===== src/rtl/comparador_patrones.sv =====
// Masked pattern table comparator: classifies each accepted symbol code against
// ENTRIES programmable reference patterns and reports hit, lowest index and multi-hit.
module comparador_patrones #(
  parameter  int WIDTH   = 5,
  parameter  int ENTRIES = 4,
  parameter  int CNT_W   = 8,
  localparam int IDX_W   = $clog2(ENTRIES)
) (
  input  logic             clk,
  input  logic             rst_n,
  input  logic             cfg_we,
  input  logic [IDX_W-1:0] cfg_idx,
  input  logic [WIDTH-1:0] cfg_patron,
  input  logic [WIDTH-1:0] cfg_mascara,
  input  logic             cfg_clear,
  input  logic             in_valid,
  input  logic [WIDTH-1:0] in_dato,
  input  logic             cnt_clr,
  output logic             out_valid,
  output logic             out_coincide,
  output logic [IDX_W-1:0] out_indice,
  output logic             out_multiple,
  output logic [CNT_W-1:0] out_cuenta
);

  localparam logic [CNT_W-1:0] CNT_MAX = '1;

  logic [WIDTH-1:0] patron_reg  [ENTRIES];
  logic [WIDTH-1:0] mascara_reg [ENTRIES];
  logic [ENTRIES-1:0] valido_reg;

  logic [ENTRIES-1:0] sel;
  logic [ENTRIES-1:0] hit;

  logic             valid_reg;
  logic             coincide_reg;
  logic [IDX_W-1:0] indice_reg;
  logic             multiple_reg;
  logic [CNT_W-1:0] cuenta_reg;

  logic             coincide_next;
  logic [IDX_W-1:0] indice_next;
  logic             multiple_next;
  logic [CNT_W-1:0] cuenta_next;

  // Out-of-range indices (non power-of-two ENTRIES) decode to no entry at all.
  genvar gi;
  generate
    for (gi = 0; gi < ENTRIES; gi++) begin : g_entry
      assign sel[gi] = cfg_we && (cfg_idx == IDX_W'(gi));
      assign hit[gi] = valido_reg[gi] &&
                       (((in_dato ^ patron_reg[gi]) & mascara_reg[gi]) == '0);
    end
  endgenerate

  always_ff @(posedge clk or negedge rst_n) begin
    if (!rst_n) begin
      valido_reg <= '0;
      for (int i = 0; i < ENTRIES; i++) begin
        patron_reg[i]  <= '0;
        mascara_reg[i] <= '0;
      end
    end else begin
      for (int i = 0; i < ENTRIES; i++) begin
        if (sel[i]) begin
          patron_reg[i]  <= cfg_patron;
          mascara_reg[i] <= cfg_mascara;
        end
        // Clear beats a same-cycle write so the table ends fully invalid.
        if (cfg_clear)
          valido_reg[i] <= 1'b0;
        else if (sel[i])
          valido_reg[i] <= 1'b1;
      end
    end
  end

  // Lowest index wins; a second hit flags multiple.
  always_comb begin
    coincide_next = 1'b0;
    indice_next   = '0;
    multiple_next = 1'b0;
    for (int i = 0; i < ENTRIES; i++) begin
      if (hit[i]) begin
        if (coincide_next)
          multiple_next = 1'b1;
        else
          indice_next = IDX_W'(i);
        coincide_next = 1'b1;
      end
    end
  end

  always_comb begin
    cuenta_next = cuenta_reg;
    if (cnt_clr)
      cuenta_next = '0;
    else if (in_valid && coincide_next && (cuenta_reg != CNT_MAX))
      cuenta_next = cuenta_reg + 1'b1;
  end

  always_ff @(posedge clk or negedge rst_n) begin
    if (!rst_n) begin
      valid_reg    <= 1'b0;
      coincide_reg <= 1'b0;
      indice_reg   <= '0;
      multiple_reg <= 1'b0;
      cuenta_reg   <= '0;
    end else begin
      valid_reg  <= in_valid;
      cuenta_reg <= cuenta_next;
      if (in_valid) begin
        coincide_reg <= coincide_next;
        indice_reg   <= indice_next;
        multiple_reg <= multiple_next;
      end
    end
  end

  assign out_valid    = valid_reg;
  assign out_coincide = coincide_reg;
  assign out_indice   = indice_reg;
  assign out_multiple = multiple_reg;
  assign out_cuenta   = cuenta_reg;

endmodule


===== config.mk =====
export PLATFORM = sky130hd
export DESIGN_NAME = comparador_patrones
export DESIGN_NICKNAME = d
export VERILOG_FILES = /design/src/rtl/comparador_patrones.sv
export SDC_FILE = /design/constraint.sdc
export NUM_CORES = 1
export LEC_CHECK = 0
export ABC_CLOCK_PERIOD_IN_PS = 2000
export CORE_MARGIN = 2
export CORE_UTILIZATION = 30
export DETAILED_ROUTE_END_ITERATION = 10
export GPL_ROUTABILITY_DRIVEN = 0
export PLACE_DENSITY = 0.46
export SYNTH_ARGS = -nofsm -noshare
export SYNTH_HDL_FRONTEND = slang
export SYNTH_SLANG_ARGS = --single-unit

===== constraint.sdc =====
create_clock -name clk -period 2 [get_ports clk]
set_input_delay 0.5 -clock clk [delete_from_list [all_inputs] [get_ports clk]]
set_output_delay 0.5 -clock clk [all_outputs]
set_load 0.005 [all_outputs]

; ---- After elaboration in Yosys (flattened, before gate mapping)
; Cells that the tools add are included.
[totals]
inputBits = 23
output_inout_bits = 13
word_cells = 76
ff_bits = 57
[op_classes]
bitwise_logic = 8
mux = 26
eq_ne = 4
addsub = 1
reduce_logical = 20
[ops]
columns = op, count
row1 = 5-bit bitwise AND, 4
row2 = 5-bit zero test, 4
row3 = 1-bit 2-to-1 mux, 20
row4 = 5-bit XOR, 4
row5 = 8-bit 2-to-1 mux, 2
row6 = 1-bit logical AND, 10
row7 = 2-bit nonzero test, 5
row8 = 8-bit by 1-bit adder with 8-bit output (second input constant), 1
row9 = 2-bit 2-to-1 mux, 4
row10 = 8-bit inequality test (second input constant), 1
row11 = 2-bit == test (second input constant), 2
row12 = 2-bit by 1-bit == test with 1-bit output (second input constant), 1
row13 = 2-bit zero test, 1

; ---- Longest topological paths before layout
[logic_depth]
ltp_word = 12
mapped_depth = 7
depth_no_buf = 6

; ---- Worst setup path before layout
; No wires, ideal clock.
[synth_path]
path_type = input port to flip-flop
start = input port in_dato[4]
end = register cuenta_reg[7], in the netlist out_cuenta[7]
path_slack_ps = 112
stages = 6
required_time_ps = 1872
arrival_time_ps = 1761
setup_ps = 128
n_path_buf = 0
path_cell_list = xor2_1 -> a22oi_1 -> nand4_2 -> a41oi_2 -> nor3b_2 -> mux2_1
[synth_between]
elab_chain_len = 11
word_cells_on_any_way = 23
cone_classes = mux: 4 / bitwise: 8 / reduce/logical: 11
[synth_lines]
columns = item, line_no
row1 = from (decl), 17  ; input logic [WIDTH-1:0] in_dato,
row2 = 5-bit XOR, 52  ; (((in_dato ^ patron_reg[gi]) & mascara_reg[gi]) == '0);
row3 = 5-bit bitwise AND, 52
row4 = 5-bit zero test, 52
row5 = 1-bit logical AND, 51  ; assign hit[gi] = valido_reg[gi] &&
row6 = 1-bit 2-to-1 mux (3 in a row), 84  ; if (hit[i]) begin
row7 = 1-bit 2-to-1 mux (*), 84
row8 = 1-bit logical AND (*) (2 in a row), 98  ; else if (in_valid && coincide_next && (cuenta_reg != CNT_MAX))
row9 = 2-bit nonzero test (no source line) (*), n/a
row10 = to (signal assigned), 111  ; cuenta_reg <= cuenta_next;
row11 = to (decl), 39  ; logic [CNT_W-1:0] cuenta_reg;
; Every way passes the cells marked *; elsewhere a longest branch is shown, timed or not.
; A chain may end at the register's enable or synchronous reset.

; ---- Final worst setup path
[layout_path]
start = input port in_dato[2]
end = register cuenta_reg[7], in the netlist out_cuenta[7]
; Same word-level chain as after synthesis.

==> flow_results.org <==
** Floorplan
- Width of the die :: 97.3 um
- Vertical die dimension :: 97.3 um
- Number of placed I/O pins :: 36
- The initial utilization of the core area, before any placement, comes to between 30% and 40%.
- Die ar. :: 9460 sq um
- Row Count :: 34
- Placeable Area :: about 8600 sq um

** Global route
- First-pass GRT wire length :: ~10 mm
- Maximum number of pins on one net before global-route repair :: 31
- Global-route usage over all layers :: 13.6%
- The initial antenna violation count came to 0.
- The via count of the first global-routing pass is approximately 1900.
- Total overflow reported by the global router :: 0

** Routing
- In the final routed layout, each cell accounts on average for between 15 and 20 um.
- Total Routed Length :: around 5.7 mm
- Detailed-route via count :: around 1700
- TritonRoute pass-1 iters :: 4
- Once detail routing completed, the nets flagged for antenna violations numbered 0.
- After detailed routing, the number of remaining DRC violations is 0.
- The detailed router finished its first iteration with 53 violations.
- In the routed layout, each cell is associated on average with a via count of about 4.6.

** Pwr
- Dividing total power by cell area gives a power density of 837 nW/um^2.
- Total power of the final layout :: 0.00295 W
- Static Leak :: between 1.5 and 2 nW
- The worst-case IR drop observed on VDD is about 0.0003 V.

** STA
- Setup repair after global routing left no endpoint under its margin.
- On the final layout, the worst clock skew is ~8.7 ps.
- The hold violation total from the final report is 0.
- The worst pin sits at a relative slew slack of 78.6%.
- After layout, the minimum clock period comes to 1910 ps.
- Final setup vio count :: 0
- The worst path uses 95.3% of the clock period.
- Across all hold checks on the routed design, the worst slack comes to ~48 ps.
- At the pin with the least slew margin, the transition time is between 300 and 400 ps.
- The number of slew-limit violations in the final report was 0.
- Fmax :: around 0.52 GHz

** Outcome
- Result of the run :: complete, no violations

** CTS
- Root cell of the clock tree :: sky130_fd_sc_hd__clkbuf_8
- Number of buffers on the longest clock path :: 2
- TritonCTS built the clock tree.
- # clock sinks :: 57
- The later pin in the worst-skew pair is clocked with a latency of roughly 340 ps.
- After clock tree synthesis, the clock-pin slew on the worst setup and hold paths is roughly 60 ps.
- Quantity of hold-fixing buffers added after cts :: 0
- Number of CTS-inserted buffers :: 9
- Number of levels the H-tree was split into :: 3

** Setup path
- Data required time of the worst path :: 2220 ps
- In this run the worst path has a maximum fanout of 4.
- Setup CP Type :: primary input to flop
- Counting cells, the worst reg-to-reg path comes to 6.
- For the worst setup path, the data arrival time is 2130 ps.
- Sort of element at the end of the critical path :: flop
- The startpoint identified for the worst register-to-register timing path is patron_reg[11]$_DFFE_PN0P_.
- Setup slack on the worst reg-to-reg path comes out at around 140 ps.
- Type of element launching the critical path :: primary input
- Critical R2R Capture :: out_cuenta[7]$_DFFE_PN0P_

** Final layout
- Ant diodes :: 0
- Relative area change from synthesis to final layout :: 35.0%
- The final layout contains 289 nets.
- Cells with a size suffix above 1 make up 38.5% of the layout.

** Synth
- Fraction of synthesis flops using an asynchronous set or reset pin :: 100%
- Yosys mapped a number of flops with a built-in enable equal to 0.
- Count of cell types in the netlist :: 38
- Most used DFF post-synth :: sky130_fd_sc_hd__dfrtp_1
- For this run, the number of Yosys warnings is 0.
- Post-synthesis instance area :: 2610 sq um
- Synthesized area per cell :: about 13 sq um
- Synthesis produced a netlist whose cell count is between 200 and 250.
- Number of register bits inferred by synthesis :: between 50 and 60
- Register area share after synthesis :: about 55%
- The number of nets in the synthesized netlist is between 200 and 250.

** Placement
- Count of buffers inserted at the top-level ports :: 35
- The HPWL after detailed placement is between 4 and 5 mm.

** Worst hold path
- Kind of path behind the tightest hold check :: primary input to asynchronous set/reset pin

** Flow run
- Across the run, the number of max-cap violations was 0.
==> power by group <==
part / internal [W] / switching [W] / leakage (nW) / total (W)
Combinational: 0.000316 / 0.000237 / 0.728 / 0.000553
Sequential: 0.00132 / 0.000103 / 0.704 / 0.00143
Clock: 0.000512 / 0.000458 / 0.0932 / 0.000969
==> layout make-up <==
| type | instances | area, sq um |
|---|---|---|
| clock buffers | 13 | 159 |
| clock inverters | 3 | 15.0 |
| fillers | 839 | 5070 |
| inverters | 7 | 26.3 |
| multi-input cells | 133 | 1200 |
| flip-flops and latches | 57 | 1430 |
| well taps | 108 | 135 |
| repair buffers | 57 | 558 |
==> critical path: stages <==
cell,delay [ps]
sky130_fd_sc_hd__dlygate4sd2_1,310
sky130_fd_sc_hd__xor2_1,200
sky130_fd_sc_hd__a22oi_2,160
sky130_fd_sc_hd__nand4_2,170
sky130_fd_sc_hd__a41oi_4,250
sky130_fd_sc_hd__nor3b_4,230
sky130_fd_sc_hd__mux2_4,310
==> timing repair <==
item,CTS,global route
pin swaps,4,5
setup buffers,2,0
endpoints found under the setup margin,11,8
resized for setup,12,16
hold endpoints to repair,0,0
==> cells in the mapped netlist (all sizes together) (3+ instances only) <==
master / n / area [sq um]
xor2: 20 / 175
nor2: 7 / 26.3
inv: 7 / 26.3
mux2: 42 / 473
a21o: 3 / 25.0
nand4: 3 / 40.0
nand3b: 3 / 22.5
dfrtp: 57 / 1430
nand3: 7 / 40.0
clkbuf: 4 / 15.0
nand2: 7 / 26.3
a22oi: 8 / 60.1
and3: 3 / 18.8
a21oi: 12 / 67.6
==> per-layer routing <==
layer	global-route usage, %	up-vias	part of all wire (%)
met1	17.9	858	47
met3	4.03	11	3.3
met2	20.8	22	47
met5	0	-	0
met4	6.09	0	2.0
li1	-	847	-
==> per-stage QoR <==
step / cells / area (sq um) / util [%] / setup TNS [ps] / setup WS [ps]
after global placement: 360 / 3280 / 38.2 / -5480 / -628
final: 378 / 3520 / 41.0 / 0 / 93.9
after floorplan: 203 / 2610 / - / 0 / 112
after global routing: 378 / 3520 / 41.0 / 0 / 13.0
after detailed placement: 360 / 3280 / 38.2 / -5880 / -663
after CTS: 378 / 3470 / 40.4 / 0 / 9.58
==> kinds of logic after synthesis <==
group                      after synthesis  synth area share, %
AOI/OAI and AO/OA                       31                 8.68
DFF                                     57                 54.7
muxes                                   43                 18.5
xor gates and xnor gates                21                 7.05
and+or+nand+nor                         37                 8.63
adders and majority gates                1                0.479
buffers and inverters                   13                 2.01
==> cells in the final DEF (no fill, tap or decap), drive strengths merged, types with 2 or more instances in the layout <==
master          n
a21o            3
a21oi          12
a22oi           8
a41oi           2
and2            2
and3            3
buf            24
clkbuf         15
clkdlybuf4s50  29
clkinv          3
dfrtp          57
inv             7
mux2           42
nand2           7
nand3           7
nand3b          3
nand4           3
nor2            7
nor2b           2
nor3b           2
xor2           20
==> how the worst max path moves through the flow <==
stage,start,end,slack [ps],cells past startpoint
after global placement,in_dato[4],out_cuenta[7]$_DFFE_PN0P_,-630,7
after floorplan,in_dato[4],out_cuenta[7]$_DFFE_PN0P_,110,6
after detailed placement,in_dato[4],out_cuenta[7]$_DFFE_PN0P_,-660,7
after CTS,in_dato[3],out_cuenta[7]$_DFFE_PN0P_,10,7
after global routing,in_dato[2],out_cuenta[7]$_DFFE_PN0P_,10,7
final,in_dato[2],out_cuenta[7]$_DFFE_PN0P_,90,7
Note: power is estimated with default switching activity, not from simulation.
